### src/rtl/mux_rr_sel_arbiter_if.sv
// mux_rr_sel_arbiter_if: request/grant bundle between four sources and the mux steering arbiter
interface mux_rr_sel_arbiter_if;
  logic [3:0] req;
  logic       en;
  logic [1:0] sel;
  logic [3:0] gnt;
  logic       busy;
  modport master (output req, input en, sel, gnt, busy);
  modport slave (input req, output en, sel, gnt, busy);
endinterface

### src/rtl/mux_rr_sel_arbiter.sv
// mux_rr_sel_arbiter: round-robin en/sel driver for a 4:1 enabled mux; RR_GAP_EN adds a dead cycle between grants
module mux_rr_sel_arbiter #(
  parameter int HOLD_CYCLES = 8
) (
  input logic clk,
  input logic rst_n,
  mux_rr_sel_arbiter_if.slave bus
);
  localparam int CNT_W = $clog2(HOLD_CYCLES + 1);
  localparam logic [1:0] IDLE = 2'd0;
  localparam logic [1:0] GRANT = 2'd1;
`ifdef RR_GAP_EN
  localparam logic [1:0] GAP = 2'd2;
`endif
  logic [1:0] state, sel_q, last, base, win;
  logic [CNT_W-1:0] cnt;
  logic rel;
  assign bus.en = state == GRANT;
  assign bus.sel = sel_q;
  assign bus.gnt = bus.en ? 4'b0001 << sel_q : 4'b0000;
  assign bus.busy = state != IDLE;
  assign rel = state == GRANT && (!bus.req[sel_q] || cnt == CNT_W'(HOLD_CYCLES - 1));
  // while granted, the current owner becomes "last" so it ends up lowest priority
  always_comb begin
    base = state == GRANT ? sel_q : last;
    win = base;
    for (int i = 4; i >= 1; i--) if (bus.req[2'(base + 2'(i))]) win = 2'(base + 2'(i));
  end
  always_ff @(posedge clk or negedge rst_n) begin
    if (!rst_n) begin
      state <= IDLE;
      sel_q <= 2'b00;
      cnt <= '0;
      last <= 2'd3;
    end else if (state == GRANT && !rel) begin
      cnt <= cnt + 1'b1;
    end else if (rel) begin
      last <= sel_q;
`ifdef RR_GAP_EN
      state <= GAP;
`else
      if (|bus.req) begin
        sel_q <= win;
        cnt <= '0;
      end else begin
        state <= IDLE;
      end
`endif
    end else if (|bus.req) begin
      state <= GRANT;
      sel_q <= win;
      cnt <= '0;
    end else begin
      state <= IDLE;
    end
  end
  a_onehot: assert property (@(posedge clk) disable iff (!rst_n) bus.en |-> ($onehot(bus.gnt) && bus.gnt[sel_q]));
  a_hold: assert property (@(posedge clk) disable iff (!rst_n) bus.en |-> cnt <= CNT_W'(HOLD_CYCLES - 1));
endmodule
### src/flat_wrapper.sv
// flat-port wrapper written by rule: the top's interface ports become plain ports
module mux_rr_sel_arbiter_flat 
#(
  parameter int HOLD_CYCLES = 8
)
  (clk, rst_n, bus_req, bus_en, bus_sel, bus_gnt, bus_busy);
  mux_rr_sel_arbiter_if bus_i ();
  input logic clk;
  input logic rst_n;
  input wire logic [$bits(bus_i.req)-1:0] bus_req;
  output wire logic [$bits(bus_i.en)-1:0] bus_en;
  output wire logic [$bits(bus_i.sel)-1:0] bus_sel;
  output wire logic [$bits(bus_i.gnt)-1:0] bus_gnt;
  output wire logic [$bits(bus_i.busy)-1:0] bus_busy;
  assign bus_i.req = bus_req;
  assign bus_en = bus_i.en;
  assign bus_sel = bus_i.sel;
  assign bus_gnt = bus_i.gnt;
  assign bus_busy = bus_i.busy;
  mux_rr_sel_arbiter #(.HOLD_CYCLES(HOLD_CYCLES)) u_core (.clk(clk), .rst_n(rst_n), .bus(bus_i));
endmodule
### config.mk
export PLATFORM = sky130hd
export DESIGN_NAME = mux_rr_sel_arbiter_flat
export DESIGN_NICKNAME = d
export VERILOG_FILES = /design/src/rtl/mux_rr_sel_arbiter_if.sv /design/src/rtl/mux_rr_sel_arbiter.sv /design/src/flat_wrapper.sv
export SDC_FILE = /design/constraint.sdc
export NUM_CORES = 1
export LEC_CHECK = 0
export CAP_MARGIN = 5
export CORE_AREA = 2 2 39 41
export CTS_BUF_LIST = sky130_fd_sc_hd__clkbuf_4 sky130_fd_sc_hd__clkbuf_8 sky130_fd_sc_hd__clkbuf_16
export DETAILED_ROUTE_END_ITERATION = 16
export DIE_AREA = 0 0 41 43
export HOLD_SLACK_MARGIN = 0.15
export PLACE_DENSITY = 0.71
export SLEW_MARGIN = 20
export SYNTH_ARGS = -nofsm -noshare
export SYNTH_HDL_FRONTEND = slang
export SYNTH_SLANG_ARGS = --single-unit
### constraint.sdc
create_clock -name clk -period 3.93 [get_ports clk]
set_clock_uncertainty 0.15 [all_clocks]
set_input_delay 0.786 -clock clk [delete_from_list [all_inputs] [get_ports clk]]
set_output_delay 0.786 -clock clk [all_outputs]
set_load 0.01 [all_outputs]
=== Word-level counts from Yosys, hierarchy flattened ===
Cells that the tools add are included.

* Reduce and logical (&&, ||, !) cells: 11
* Equal/unequal tests: 3
* Shift-type cells: 1
* $add $sub $neg: 4
* Div/mod/pow operators: 0
* Magnitude comparators: 4
* Multiplexer cells: 18
* Bitwise operators: 1
* Multiply operators: 0

{| class="wikitable"
|+ Operators by type and width
! kind !! number
|-
| < comparator 2 x 3 -> 1 bit, second input constant || 4
|-
| 2-to-1 mux 2 bit || 6
|-
| 2-to-1 mux 4 bit || 3
|-
| binary-select mux 1 bit (select 2 bit) || 4
|-
| AND reduction 2 bit || 3
|-
| 2-to-1 mux 1 bit || 5
|-
| adder 2 bit, second input constant || 2
|-
| adder 4 x 1 -> 4 bit, second input constant || 1
|-
| == test 4 x 3 -> 1 bit, second input constant || 1
|-
| nonzero test 2 bit || 2
|-
| OR reduction 4 bit || 1
|-
| left shift 1 x 2 -> 4 bit, first input constant || 1
|-
| adder 2 x 1 -> 2 bit, second input constant || 1
|-
| == test 2 x 1 -> 1 bit, second input constant || 1
|-
| logical AND 1 bit || 2
|-
| logical NOT 1 bit || 2
|-
| != test 2 bit, second input constant || 1
|-
| logical OR 1 bit || 1
|-
| inverter 1 bit || 1
|}

* Input port bits: 6
* Memory bits (read-only): 0
* Word-level logic and storage cells: 46
* Memories kept: 0
* RAM bits: 0
* Bits in latches: 0
* Register bits after elaboration: 10

=== Depth between registers and ports, before layout ===
Gate-level depths: netlist of run 1.

* Depth in word-level cells: 9
* Depth in mapped cells: 5
* Depth with buffers taken out: 5

=== Worst setup path before layout of run 1 ===
Ideal clock, no wire load.

* Path type: input -> register
* Start point: input bus_req[3]
* End point: register u_core.sel_q[0] (netlist: u_core.bus.sel[0])
* Cell stages on the path: 4
* Path slack: 1.753 ns
* Data required time: 3.655 ns
* Setup time: 0.125 ns
* Arrival: 1.902 ns
* Path buffers: 0
* Cell sequence: mux4_2 -> and3_4 -> nor2_4 -> mux2_4

* Word-level cells in the longest chain between the ends: 9
* Elaborated cells between the ends (all ways): 19
* Classes of those cells: mux: 11; bitwise: 1; reduce/logical: 7

{| class="wikitable"
|+ RTL lines
! item !! RTL line !! text
|-
| start, declared || flat_wrapper.sv:10 || <nowiki>input wire logic [$bits(bus_i.req)-1:0] bus_req;</nowiki>
|-
| binary-select mux 1 bit (select 2 bit) || mux_rr_sel_arbiter.sv:22 || <nowiki>assign rel = state == GRANT && (!bus.req[sel_q] || cnt == CNT_W'(HOLD_CYCLES - 1));</nowiki>
|-
| 2-to-1 mux 1 bit (implied by the code) || mux_rr_sel_arbiter.sv:22 ||
|-
| logical NOT 1 bit || mux_rr_sel_arbiter.sv:22 ||
|-
| logical OR 1 bit || mux_rr_sel_arbiter.sv:22 ||
|-
| logical AND 1 bit || mux_rr_sel_arbiter.sv:22 ||
|-
| logical NOT 1 bit || mux_rr_sel_arbiter.sv:35 || <nowiki>end else if (state == GRANT && !rel) begin</nowiki>
|-
| logical AND 1 bit || mux_rr_sel_arbiter.sv:35 ||
|-
| inverter 1 bit (no line) || - ||
|-
| AND reduction 2 bit (no line) || - ||
|-
| end signal, assigned || mux_rr_sel_arbiter.sv:43 || <nowiki>sel_q <= win;</nowiki>
|-
| end signal, assigned || mux_rr_sel_arbiter.sv:51 || <nowiki>sel_q <= win;</nowiki>
|-
| end, declared || mux_rr_sel_arbiter.sv:15 || <nowiki>logic [1:0] state, sel_q, last, base, win;</nowiki>
|}

Parallel ways exist; a longest one is shown, timed or not. The select of a mux whose other input is x is not followed.
A chain may end at the register's enable or synchronous reset.

=== Worst setup path after layout of run 1 ===
* Start point: register u_core.state[0]
* End point: output bus_gnt[0]

* Word-level cells in the longest chain between the ends: 2

{| class="wikitable"
|+ RTL lines
! item !! RTL line !! text
|-
| start, declared || mux_rr_sel_arbiter.sv:15 ||
|-
| start signal, assigned || mux_rr_sel_arbiter.sv:31 || <nowiki>state <= IDLE;</nowiki>
|-
| start signal, assigned || mux_rr_sel_arbiter.sv:46 || <nowiki>state <= IDLE;</nowiki>
|-
| start signal, assigned || mux_rr_sel_arbiter.sv:50 || <nowiki>state <= GRANT;</nowiki>
|-
| == test 2 x 1 -> 1 bit || mux_rr_sel_arbiter.sv:18 || <nowiki>assign bus.en = state == GRANT;</nowiki>
|-
| 2-to-1 mux 4 bit || mux_rr_sel_arbiter.sv:20 || <nowiki>assign bus.gnt = bus.en ? 4'b0001 << sel_q : 4'b0000;</nowiki>
|-
| end, declared || flat_wrapper.sv:13 || <nowiki>output wire logic [$bits(bus_i.gnt)-1:0] bus_gnt;</nowiki>
|}

No other way between the ends.

==> run metrics, run 1 <==
DR iter-0 viols=5; Root Driver=clkbuf_4; Post-Synth XOR/XNOR Area=0%; pre-CTS WS=1.175 ns; setup_tns=0 ns; number of global-route vias before repair=409; fmax=385.3 MHz; Total GRT Usage=15.73%; share of layout cells above drive strength 1=~23%; die span in x=41 um; Rel. slew slack=between 50 and 60%; DR vias=between 400 and 500; Worst-path clk slew=0.06 ns; gp weighted congestion=0.8045; P_leak=0.3270 nW; Fill cells=about 130; die height=43 um; largest family of logic cells by synthesized area=multiplexers; maximum VDD drop=0.0003172 V; maxcap violations=0; Post-DRT Antenna Nets=0; Post-Synth Adder-Cell Area=2.179%; CTS Hold Buffers Added=0; WL final=1.054 mm; CTS buffer count=3; setup ws final=between 1 and 1.5 ns; crit path max fanout=13; post-synthesis mux area share=22.22%; H-tree Lvls=1; Vias/cell=5.469; hold crit path type=reg2reg; Synthesis Warnings=0; Port Buf Inserts=13; largest net degree at the start of global routing=14; Total Nets Final=73; Required @ worst endpoint=2.99 ns; grt ovf=0; Tcrit/Tclk final=between 60 and 70%; unrepaired setup endpoints after global routing=false; sequential fraction of the synthesis area=39.65%; Slew @ Worst Pin=0.6233 ns; Bufs on Longest Clock Path=2; # setup viols final=0; core area=roughly 0.0014 mm^2; outcome=finished clean; CP startpoint kind=flop; Setup CP Type=reg2out; diode count=0; Mapped Avg Cell Area=11.49 um^2; post-cts sizing count=0; Fin. Hold Viols=0; Fin Hold WS=0.3716 ns; number of I/O pins=14; die area=about 0.0018 mm^2; Pwr Total=around 0.00053 W; Area Growth Syn to Fin=28.32%; postcts setup bufs=0; Yosys cell types=31; compound-gate portion of the synthesized area=11.76%; wire length per cell=13.01 um; Initial Utilization=41.50%; Synth Cell Area=574.3 um^2; CTS tree=built; Syn Nets=57; #FFs+latches synth=9; Final Max Tran Viols=0; Most used DFF post-synth=dfrtp_1; Setup crit end kind=primary output; # rows=14; final core occ=53.25%; Pre-antenna DRT Iters=4; CP arrival=1.66 ns; HPWL after DPL=801 um; clock sink total=9; number of synthesized flops with an enable pin=0; final worst path period need=~2.6 ns; Simple-Gate Fraction of Synth Area=between 20% and 30%; Power Density=slightly above 700 mW/mm^2; initial antenna violation count=0; first-pass GRT wire length=approximately 1.8 mm; drc violations=0; r2r setup slk=1.69 ns; Clock Latency Late Sink=0.27 ns; Syn Inst Count=50; FFs w/ async S/R, synth=100.0%
critical path, cell delays in order, from the launching register on:
cell and delay, ns:
dfrtp_1 0.60, nor3b_1 0.23, clkdlybuf4s50_1 0.56
cell families after synthesis:
group | count (synthesis)
AND/OR/NAND/NOR | 17
multiplexers | 10
AO/OA/AOI/OAI | 9
flip-flops | 9
buffers and inverters | 4
adder cells (fa/ha/maj) | 1
placed cells by master (no fill, tap or decap), drive strengths merged, types with 2 or more instances in the layout:
cell type,n
and3,3
nand3b,2
inv,2
nor2,4
clkbuf,3
nand2,2
a31oi,2
clkdlybuf4s50,13
mux2,6
dfrtp,7
mux2i,3
dfstp,2
through the flow:
step           area, um^2  std cells
4_1_cts             737.0         81
6_report            737.0         81
3_3_place_gp        709.4         77
5_1_grt             737.0         81
3_5_place_dp        709.4         77
2_1_floorplan       574.3         50
metal layers:
metal / wire (um) / vias up / GRT usage [%]
met3: 24 / 2 / 4.712
met5: 0 / - / 0
met4: 19 / 0 / 6.000
li1: - / 221 / -
met2: 485 / 8 / 20.31
met1: 525 / 212 / 24.15
layout make-up:
cell class                 instances  area (um^2)  share of cell area, %
multi-input combinational         37        324.1                  43.97
sequential                         9        227.7                  30.90
timing repair buffer              13        130.1                  17.66
clock buffer                       3        22.52                  3.056
tap                               16        20.02                  2.716
inverter                           2        7.507                  1.019
clock inverter                     1        5.005                 0.6791
registers in the layout (all words and copies together) (netlist names):
name / flops
u_core.last: 2
u_core.bus.sel: 2
u_core.cnt: 4
u_core.state: 1
final timing paths:
| kind | cells after the start | end | startpoint |
|---|---|---|---|
| worst max register to register | 4 | u_core.bus.sel[0]$_DFFE_PN0P_ | u_core.state[0]$_DFFE_PN0P_ |
| max in group asynchronous | 1 | u_core.last[0]$_DFFE_PN1P_ | rst_n |
| worst max-delay path | 2 | bus_gnt[0] | u_core.state[0]$_DFFE_PN0P_ |
| worst min register to register | 1 | u_core.cnt[2]$_DFFE_PN0P_ | u_core.cnt[2]$_DFFE_PN0P_ |
| min in group asynchronous | 1 | u_core.state[0]$_DFFE_PN0P_ | rst_n |
| worst min-delay path | 1 | u_core.cnt[2]$_DFFE_PN0P_ | u_core.cnt[2]$_DFFE_PN0P_ |
synth_stat cells, types with 2 or more instances:
library cell,count,area share [%]
inv_1,2,1.3
dfstp_2,2,9.2
mux2_1,2,3.9
mux2_2,2,3.9
nor2_1,3,2.0
nand2_1,2,1.3
mux2_4,2,5.2
nand3b_1,2,2.6
mux2i_1,3,5.2
buf_4,2,2.6
a31oi_1,2,2.2
dfrtp_1,7,31
report_power, final:
group	switching, W	internal [W]	leakage [nW]	total [W]
sequential	0.0000430	0.000136	0.106	0.000179
clock	0.0000354	0.0000377	0.0177	0.0000731
combinational	0.000106	0.000169	0.203	0.000275
total	0.000184	0.000343	0.327	0.000527
(Power assumes the default switching activity.)
==> run 2: changes to the inputs <==
Clock period 3.93 ns to 2.6 ns, I/O delays scaled along.
==> run 2 against run 1 <==
Compared with the run above: critical path depth unchanged; final cell count increased by 6.2%; sequential power increased by 55%; routed wire length increased by 15%; worst setup slack got worse by 1.0 ns; combinational power increased by 53%; die area unchanged; final area increased by 5.4%; power increased by 55%; critical endpoint unchanged; largest power group unchanged; highest routed layer unchanged.
==> run metrics, run 2 (same netlist as run 1, synthesis figures left out) <==
setup ws final=~0.3 ns; Rel. slew slack=74.56%; WL final=between 1 and 1.5 mm; FF-to-FF Start=u_core.state[0]$_DFFE_PN0P_; Most flops, register=u_core.cnt; Setup CP Type=reg2out; r2r setup slk=0.40 ns; # rows=14; final worst path period need=roughly 2.3 ns; unrepaired setup endpoints after global routing=false; hold crit path type=in2async; initial antenna violation count=0; gp weighted congestion=between 0.6 and 0.7; Power Density=1053 mW/mm^2; die area=0.001763 mm^2; final core occ=between 50% and 60%; share of layout cells above drive strength 1=between 20% and 30%; Area Growth Syn to Fin=35.29%; diode count=0; postcts setup bufs=0; Total Nets Final=just under 80; Worst-path clk slew=roughly 0.06 ns; number of I/O pins=14; wire length per cell=between 10 and 15 um; drc violations=0; Setup crit end kind=primary output; maximum VDD drop=0.0003906 V; number of global-route vias before repair=~460; Vias/cell=5.419; placed cell area=747.0 um^2; max reg flops=4; CTS Hold Buffers Added=0; fmax=around 430 MHz; die span in x=approximately 40 um; crit path max fanout=13; maxcap violations=0; Total GRT Usage=roughly 18%; Final Max Tran Viols=0; Required @ worst endpoint=1.93 ns; first-pass GRT wire length=slightly above 2 mm; placed insts=between 80 and 90; clock sink total=9; Slew @ Worst Pin=0.3709 ns; Bufs on Longest Clock Path=2; CP arrival=1.63 ns; CTS tree=built; Fin. Hold Viols=0; CP startpoint kind=flop; HPWL after DPL=approximately 970 um; Post-Layout Cell Count=86; grt ovf=0; r2r endpoint=u_core.bus.sel[0]$_DFFE_PN0P_; commonest non-fill, non-tap cell in the layout=clkdlybuf4s50_1; CTS buffer count=3; commonest non-fill, non-tap cells in the layout=13 x clkdlybuf4s50_1, 7 x dfrtp_1, 5 x buf_4; largest net degree at the start of global routing=14; Port Buf Inserts=13; Root Driver=clkbuf_4; setup_tns=0 ns; Clock Latency Late Sink=0.26 ns; Post-DRT Antenna Nets=0; DR vias=around 470; pre-CTS WS=0.2060 ns; Tcrit/Tclk final=88.54%; post-cts sizing count=0; DR iter-0 viols=16; H-tree Lvls=1; Pre-antenna DRT Iters=3; Initial Utilization=41.50%; # setup viols final=0; Fill cells=132; outcome=finished clean; die height=around 43 um; core area=about 0.0014 mm^2; path depth of the worst reg2reg path=4; P_leak=0.3523 nW; final instance area=777.0 um^2
-- run 2: stage by stage --
step           hold slack [ns]  power [W]
3_3_place_gp            0.3623  0.0006935
5_1_grt                 0.4079  0.0008769
6_report                0.3855  0.0008185
3_5_place_dp            0.3763  0.0007056
4_1_cts                 0.3903  0.0008271
2_1_floorplan          0.07441  0.0005362
-- run 2: final cells by class --
| cell class | count | area (um^2) | area share [%] |
|---|---|---|---|
| repair buffers | 18 | 167.7 | 21.58 |
| flip-flops and latches | 9 | 227.7 | 29.31 |
| clock buffers | 4 | 30.03 | 3.865 |
| well taps | 16 | 20.02 | 2.576 |
| multi-input cells | 37 | 324.1 | 41.71 |
| inverters | 2 | 7.507 | 0.9662 |
-- run 2: worst max-delay path, stage by stage (launching register included) --
cell and delay (ns):
dfrtp_1 0.57, nor3b_1 0.23, clkdlybuf4s50_1 0.56
-- run 2: power breakdown --
part           internal (W)  switching (W)  total [W]
sequential         0.000205      0.0000715   0.000277
clock             0.0000697      0.0000515   0.000121
combinational      0.000260       0.000161   0.000421
-- run 2: layer usage --
layer | GRT usage, % | vias up | share of wire [%]
li1 | - | 228 | -
met1 | 22.70 | 223 | 44
met2 | 26.56 | 10 | 50
met3 | 3.141 | 5 | 2.7
met4 | 12.00 | 0 | 3.5
met5 | 0 | - | 0
-- run 2: worst max path at each step --
stage | to | slack [ns] | from
2_1_floorplan | u_core.bus.sel[0]$_DFFE_PN0P_ | 0.65 | u_core.bus.sel[0]$_DFFE_PN0P_
3_3_place_gp | u_core.bus.sel[1]$_DFFE_PN0P_ | 0.23 | bus_req[3]
6_report | bus_gnt[0] | 0.30 | u_core.state[0]$_DFFE_PN0P_
5_1_grt | bus_gnt[0] | 0.13 | u_core.state[0]$_DFFE_PN0P_
4_1_cts | bus_gnt[0] | 0.29 | u_core.state[0]$_DFFE_PN0P_
3_5_place_dp | u_core.bus.sel[0]$_DFFE_PN0P_ | 0.21 | bus_req[3]
==> run 3: changes to the inputs <==
Settings changed: PLACE_DENSITY 0.71 to not set, PLACE_DENSITY_LB_ADDON set to 0.12, SKIP_CTS_REPAIR_TIMING set to 1.
==> run 3 against run 2 <==
Compared with the run above: sequential power is 2% lower; final cell count is 1.2% higher; count of clock-buffer cells in the layout stayed put; non-clock buffer count is 1 higher; die area stayed put; critical path type unchanged; global-route usage is 1.1 points lower; flip-flop and latch count stayed put; power is 0.90% lower; register-to-register slack better by 0.13 ns; highest routed layer unchanged; first-iteration DRC count is 75% lower; sequential share of layout area is 0.28 points lower.
==> run metrics, run 3 (same netlist as run 1, synthesis figures left out) <==
Port Buf Inserts=13; r2r endpoint=u_core.bus.sel[0]$_DFFE_PN0P_; path depth of the worst reg2reg path=4; number of global-route vias before repair=~480; Post-DRT Antenna Nets=0; Rel. slew slack=71.43%; H-tree Lvls=1; FF-to-FF Start=u_core.bus.sel[1]$_DFFE_PN0P_; commonest non-fill, non-tap cell in the layout=clkdlybuf4s50_1; Initial Utilization=roughly 42%; largest net degree at the start of global routing=13; placed insts=83; outcome=finished clean; setup_tns=0 ns; Power Density=1034 mW/mm^2; maximum VDD drop=~0.00053 V; maxcap violations=0; CP startpoint kind=flop; Hold Crit Start=u_core.cnt[2]$_DFFE_PN0P_; pre-CTS WS=~0.21 ns; Worst-path clk slew=0.06 ns; HPWL after DPL=848.1 um; DR vias=~460; unrepaired setup endpoints after global routing=false; Root Driver=clkbuf_4; Worst Hold Path EP=u_core.cnt[2]$_DFFE_PN0P_; Tcrit/Tclk final=85.41%; Pre-antenna DRT Iters=4; DR iter-0 viols=4; Slew @ Worst Pin=roughly 0.42 ns; Post-Layout Cell Count=87; Most flops, register=u_core.cnt; Fill cells=129; number of I/O pins=14; gp weighted congestion=0.8082; die height=43 um; Setup CP Type=reg2out; # setup viols final=0; P_leak=0.3565 nW; first-pass GRT wire length=1.973 mm; max reg flops=4; Clock Latency Late Sink=between 0.2 and 0.3 ns; Total Nets Final=79; initial antenna violation count=0; die span in x=roughly 40 um; Hold Path Depth=1; WL final=1.106 mm; die area=0.001763 mm^2; CP arrival=1.55 ns; Vias/cell=5.230; clock sink total=9; grt ovf=0; # rows=14; diode count=0; fmax=about 450 MHz; setup ws final=0.3795 ns; core area=0.001384 mm^2; commonest non-fill, non-tap cells in the layout=13 x clkdlybuf4s50_1, 7 x dfrtp_1, 6 x buf_4; wire length per cell=approximately 13 um; final core occ=56.69%; r2r setup slk=roughly 0.53 ns; CTS tree=built; hold crit path type=reg2reg; Bufs on Longest Clock Path=2; crit path max fanout=12; Final Max Tran Viols=0; Area Growth Syn to Fin=36.60%; final worst path period need=2.221 ns; placed cell area=754.5 um^2; Required @ worst endpoint=1.93 ns; Total GRT Usage=between 10% and 20%; CTS buffer count=3; share of layout cells above drive strength 1=approximately 30%; Setup crit end kind=primary output; final instance area=784.5 um^2; drc violations=0; Fin. Hold Viols=0
## run 3: changes by cell type in the layout (fill, tap and decap cells not counted), sizes merged
cell / previous run / this run
buf: 5 / 6
## run 3: layout make-up
type                    count  area [um^2]  area share (%)
inverters                   2        7.507          0.9569
repair buffers             19        175.2           22.33
clock buffers               4        30.03           3.828
well taps                  16        20.02           2.552
multi-input cells          37        324.1           41.31
flip-flops and latches      9        227.7           29.03
## run 3: stage by stage
stage               hold slack (ns)  power [W]
finish                       0.3684  0.0008112
global route                 0.4267  0.0008772
CTS                          0.3736  0.0008247
detailed placement           0.3655  0.0007030
global placement             0.3547  0.0006917
floorplan                   0.07441  0.0005362
## run 3: worst max path at each step
stage,start,end,slack [ns],cells past startpoint
3_5_place_dp,bus_req[2],u_core.bus.sel[0]$_DFFE_PN0P_,0.21,5
3_3_place_gp,bus_req[2],u_core.bus.sel[1]$_DFFE_PN0P_,0.23,5
5_1_grt,u_core.state[0]$_DFFE_PN0P_,bus_gnt[0],0.28,3
2_1_floorplan,u_core.bus.sel[0]$_DFFE_PN0P_,u_core.bus.sel[0]$_DFFE_PN0P_,0.65,4
6_report,u_core.state[0]$_DFFE_PN0P_,bus_gnt[0],0.38,3
4_1_cts,u_core.state[0]$_DFFE_PN0P_,bus_gnt[0],0.35,3
## run 3: metal layers
metal	part of all wire (%)	global-route usage [%]	vias up	routed length, um
met5	0	0	-	0
met4	0.36	6.667	0	4
li1	-	-	231	-
met3	5.7	6.806	2	63
met1	45	22.34	209	497
met2	49	24.06	13	540
## run 3: critical path, cell delays in order (launching register included)
cell and delay [ns]:
dfrtp_1 0.36, buf_4 0.18, nor3b_1 0.18, clkdlybuf4s50_1 0.56
## run 3: power by group
part,switching [W],internal (W)
Clock,0.0000486,0.0000695
Sequential,0.0000666,0.000205
Combinational,0.000160,0.000261
==> variant: new RTL, settings of run 3 <==
The option `RR_GAP_EN` is turned on by a define.
--- a/src/rtl/mux_rr_sel_arbiter.sv
+++ b/src/rtl/mux_rr_sel_arbiter.sv
@@ -1,2 +1,4 @@
 // mux_rr_sel_arbiter: round-robin en/sel driver for a 4:1 enabled mux; RR_GAP_EN adds a dead cycle between grants
+`define RR_GAP_EN
+
 module mux_rr_sel_arbiter #(
Check against the original RTL: not equivalent (a bounded check fails within 4 cycles, from zero or initial values and one cycle with rst_n low).
==> variant against run 3 <==
Routed wire length up 14%; first-iteration DRC count is 25% higher; global-route usage up 2.9 points; cell area up 4.1%; largest power group unchanged; total power is 15% higher; setup slack lost 170 ps; non-clock buffer count stayed put; final cell count increased by 11%; sequential cell count increased by 1; area after synthesis up 5.9%; utilization up 2.4 points.
==> variant: results (changes against run 3) <==
stage,metric,value,unit,change
run_status,status,finished clean,,
yosys,Seq cells post-synth,10,,+1
grt,largest net degree at the start of global routing,11,,-2
critical_path,CP arrival,1720,ps,+170 ps
critical_path,Reg2Reg Depth,3,,-1
placed_design,GPL Wtd Cong,0.774,,-4.3%
critical_path,crit path max fanout,7,,-5
yosys,syn_nets,67,,+18%
hold_path,hold path start,u_core.cnt[3],,
hold_path,hold-critical path depth,1,,unchanged
route,DR vias/cell,5.33,,+1.9%
flow_run,max cap viols,0,,unchanged
finish,comb_multi_in,45,,+22%
finish,non-clk buf share,21.4,%,-0.89 points
finish,final net count,89,,+13%
grt,first-pass GRT wire length,2.35,mm,+19%
finish,Inverters,3,,+1
finish,fraction of area in multi-input gates,40.1,%,-1.2 points
finish,fill count,146,,+13%
critical_path,Critical Path Start,u_core.state[1],,
yosys,sequential share of the synthesized area,41.6,%,+1.9 points
route,Post-Route WL,1.27,mm,+14%
yosys,Cell variety after synth,28,,-9.7%
grt,GRT Total Usage,19.8,%,+2.9 points
pwr,peak supply drop,0.776,mV,+47%
finish,Register Area,253,sq um,+11%
critical_path,CP endpoint,bus_gnt[1],,
critical_path,Worst R2R Start,u_core.bus.sel[0],,
hold_path,Worst Hold End,u_core.cnt[3],,
yosys,top post-synthesis cells by area,"dfrtp_1 (33%), dfstp_2 (8.6%), mux2i_1 (6.6%)",,
finish,share of cells above drive strength 1,24.7,%,-4.9 points
finish,Clock buf/inv share,3.68,%,-0.15 points
route,Initial DRC Count,5,,+1
critical_path,worst reg2reg path endpoint,u_core.last[1],,
pwr,leak pwr,0.384,nW,+7.7%
critical_path,flop-to-flop setup slack,750,ps,+220 ps
yosys,commonest cells in the synthesized netlist,"nand2_1 (9), dfrtp_1 (8), mux2i_1 (4)",,
[variant: cell types whose count changed after synthesis, sizes merged, moves of 2 or more]
cell	run 3	this run
nor3	0	2
nand3	1	3
a31oi	2	0
a21oi	1	4
nand2	2	9
o21ai	0	2
mux2	6	2
[variant: per-stage QoR]
step | area (sq um) | hold slack [ps] | power [W] | instances | util (%)
3_5_place_dp | 787 | 316 | 0.000813 | 93 | 56.9
4_1_cts | 817 | 325 | 0.000939 | 97 | 59.0
2_1_floorplan | 608 | 74.4 | 0.000612 | 60 | -
6_report | 817 | 325 | 0.000930 | 97 | 59.0
3_3_place_gp | 787 | 303 | 0.000800 | 93 | 56.9
5_1_grt | 817 | 358 | 0.00102 | 97 | 59.0
[variant: per-layer routing]
metal  GRT usage, %  wire [microns]  vias up
li1               -               -      262
met1           29.1             628      240
met2           26.3             566       15
met3           9.42              69        0
met4           4.00               0        0
met5              0               0        -
[variant: critical path, cell delays in order (launching register included)]
cell and delay (ps):
dfrtp_1 370, nand2b_1 160, buf_4 180, nor3b_1 190, clkdlybuf4s50_1 560
[variant: power breakdown]
| part | leakage, nW | internal [W] | switching, W |
|---|---|---|---|
| logic | 0.242 | 0.000276 | 0.000226 |
| registers | 0.124 | 0.000229 | 0.0000771 |
| clock network | 0.0184 | 0.0000698 | 0.0000530 |
| total | 0.384 | 0.000574 | 0.000356 |
[variant: logic make-up (layout without fill, tap and decap cells)]
family	count (synthesis)	count (layout)	share of synthesized area, %
fa+ha+maj	1	1	2.06
buf+inv	5	26	4.53
simple gates	25	25	21.2
mux	7	7	14.0
compound gates	12	12	16.7
flops	10	10	41.6
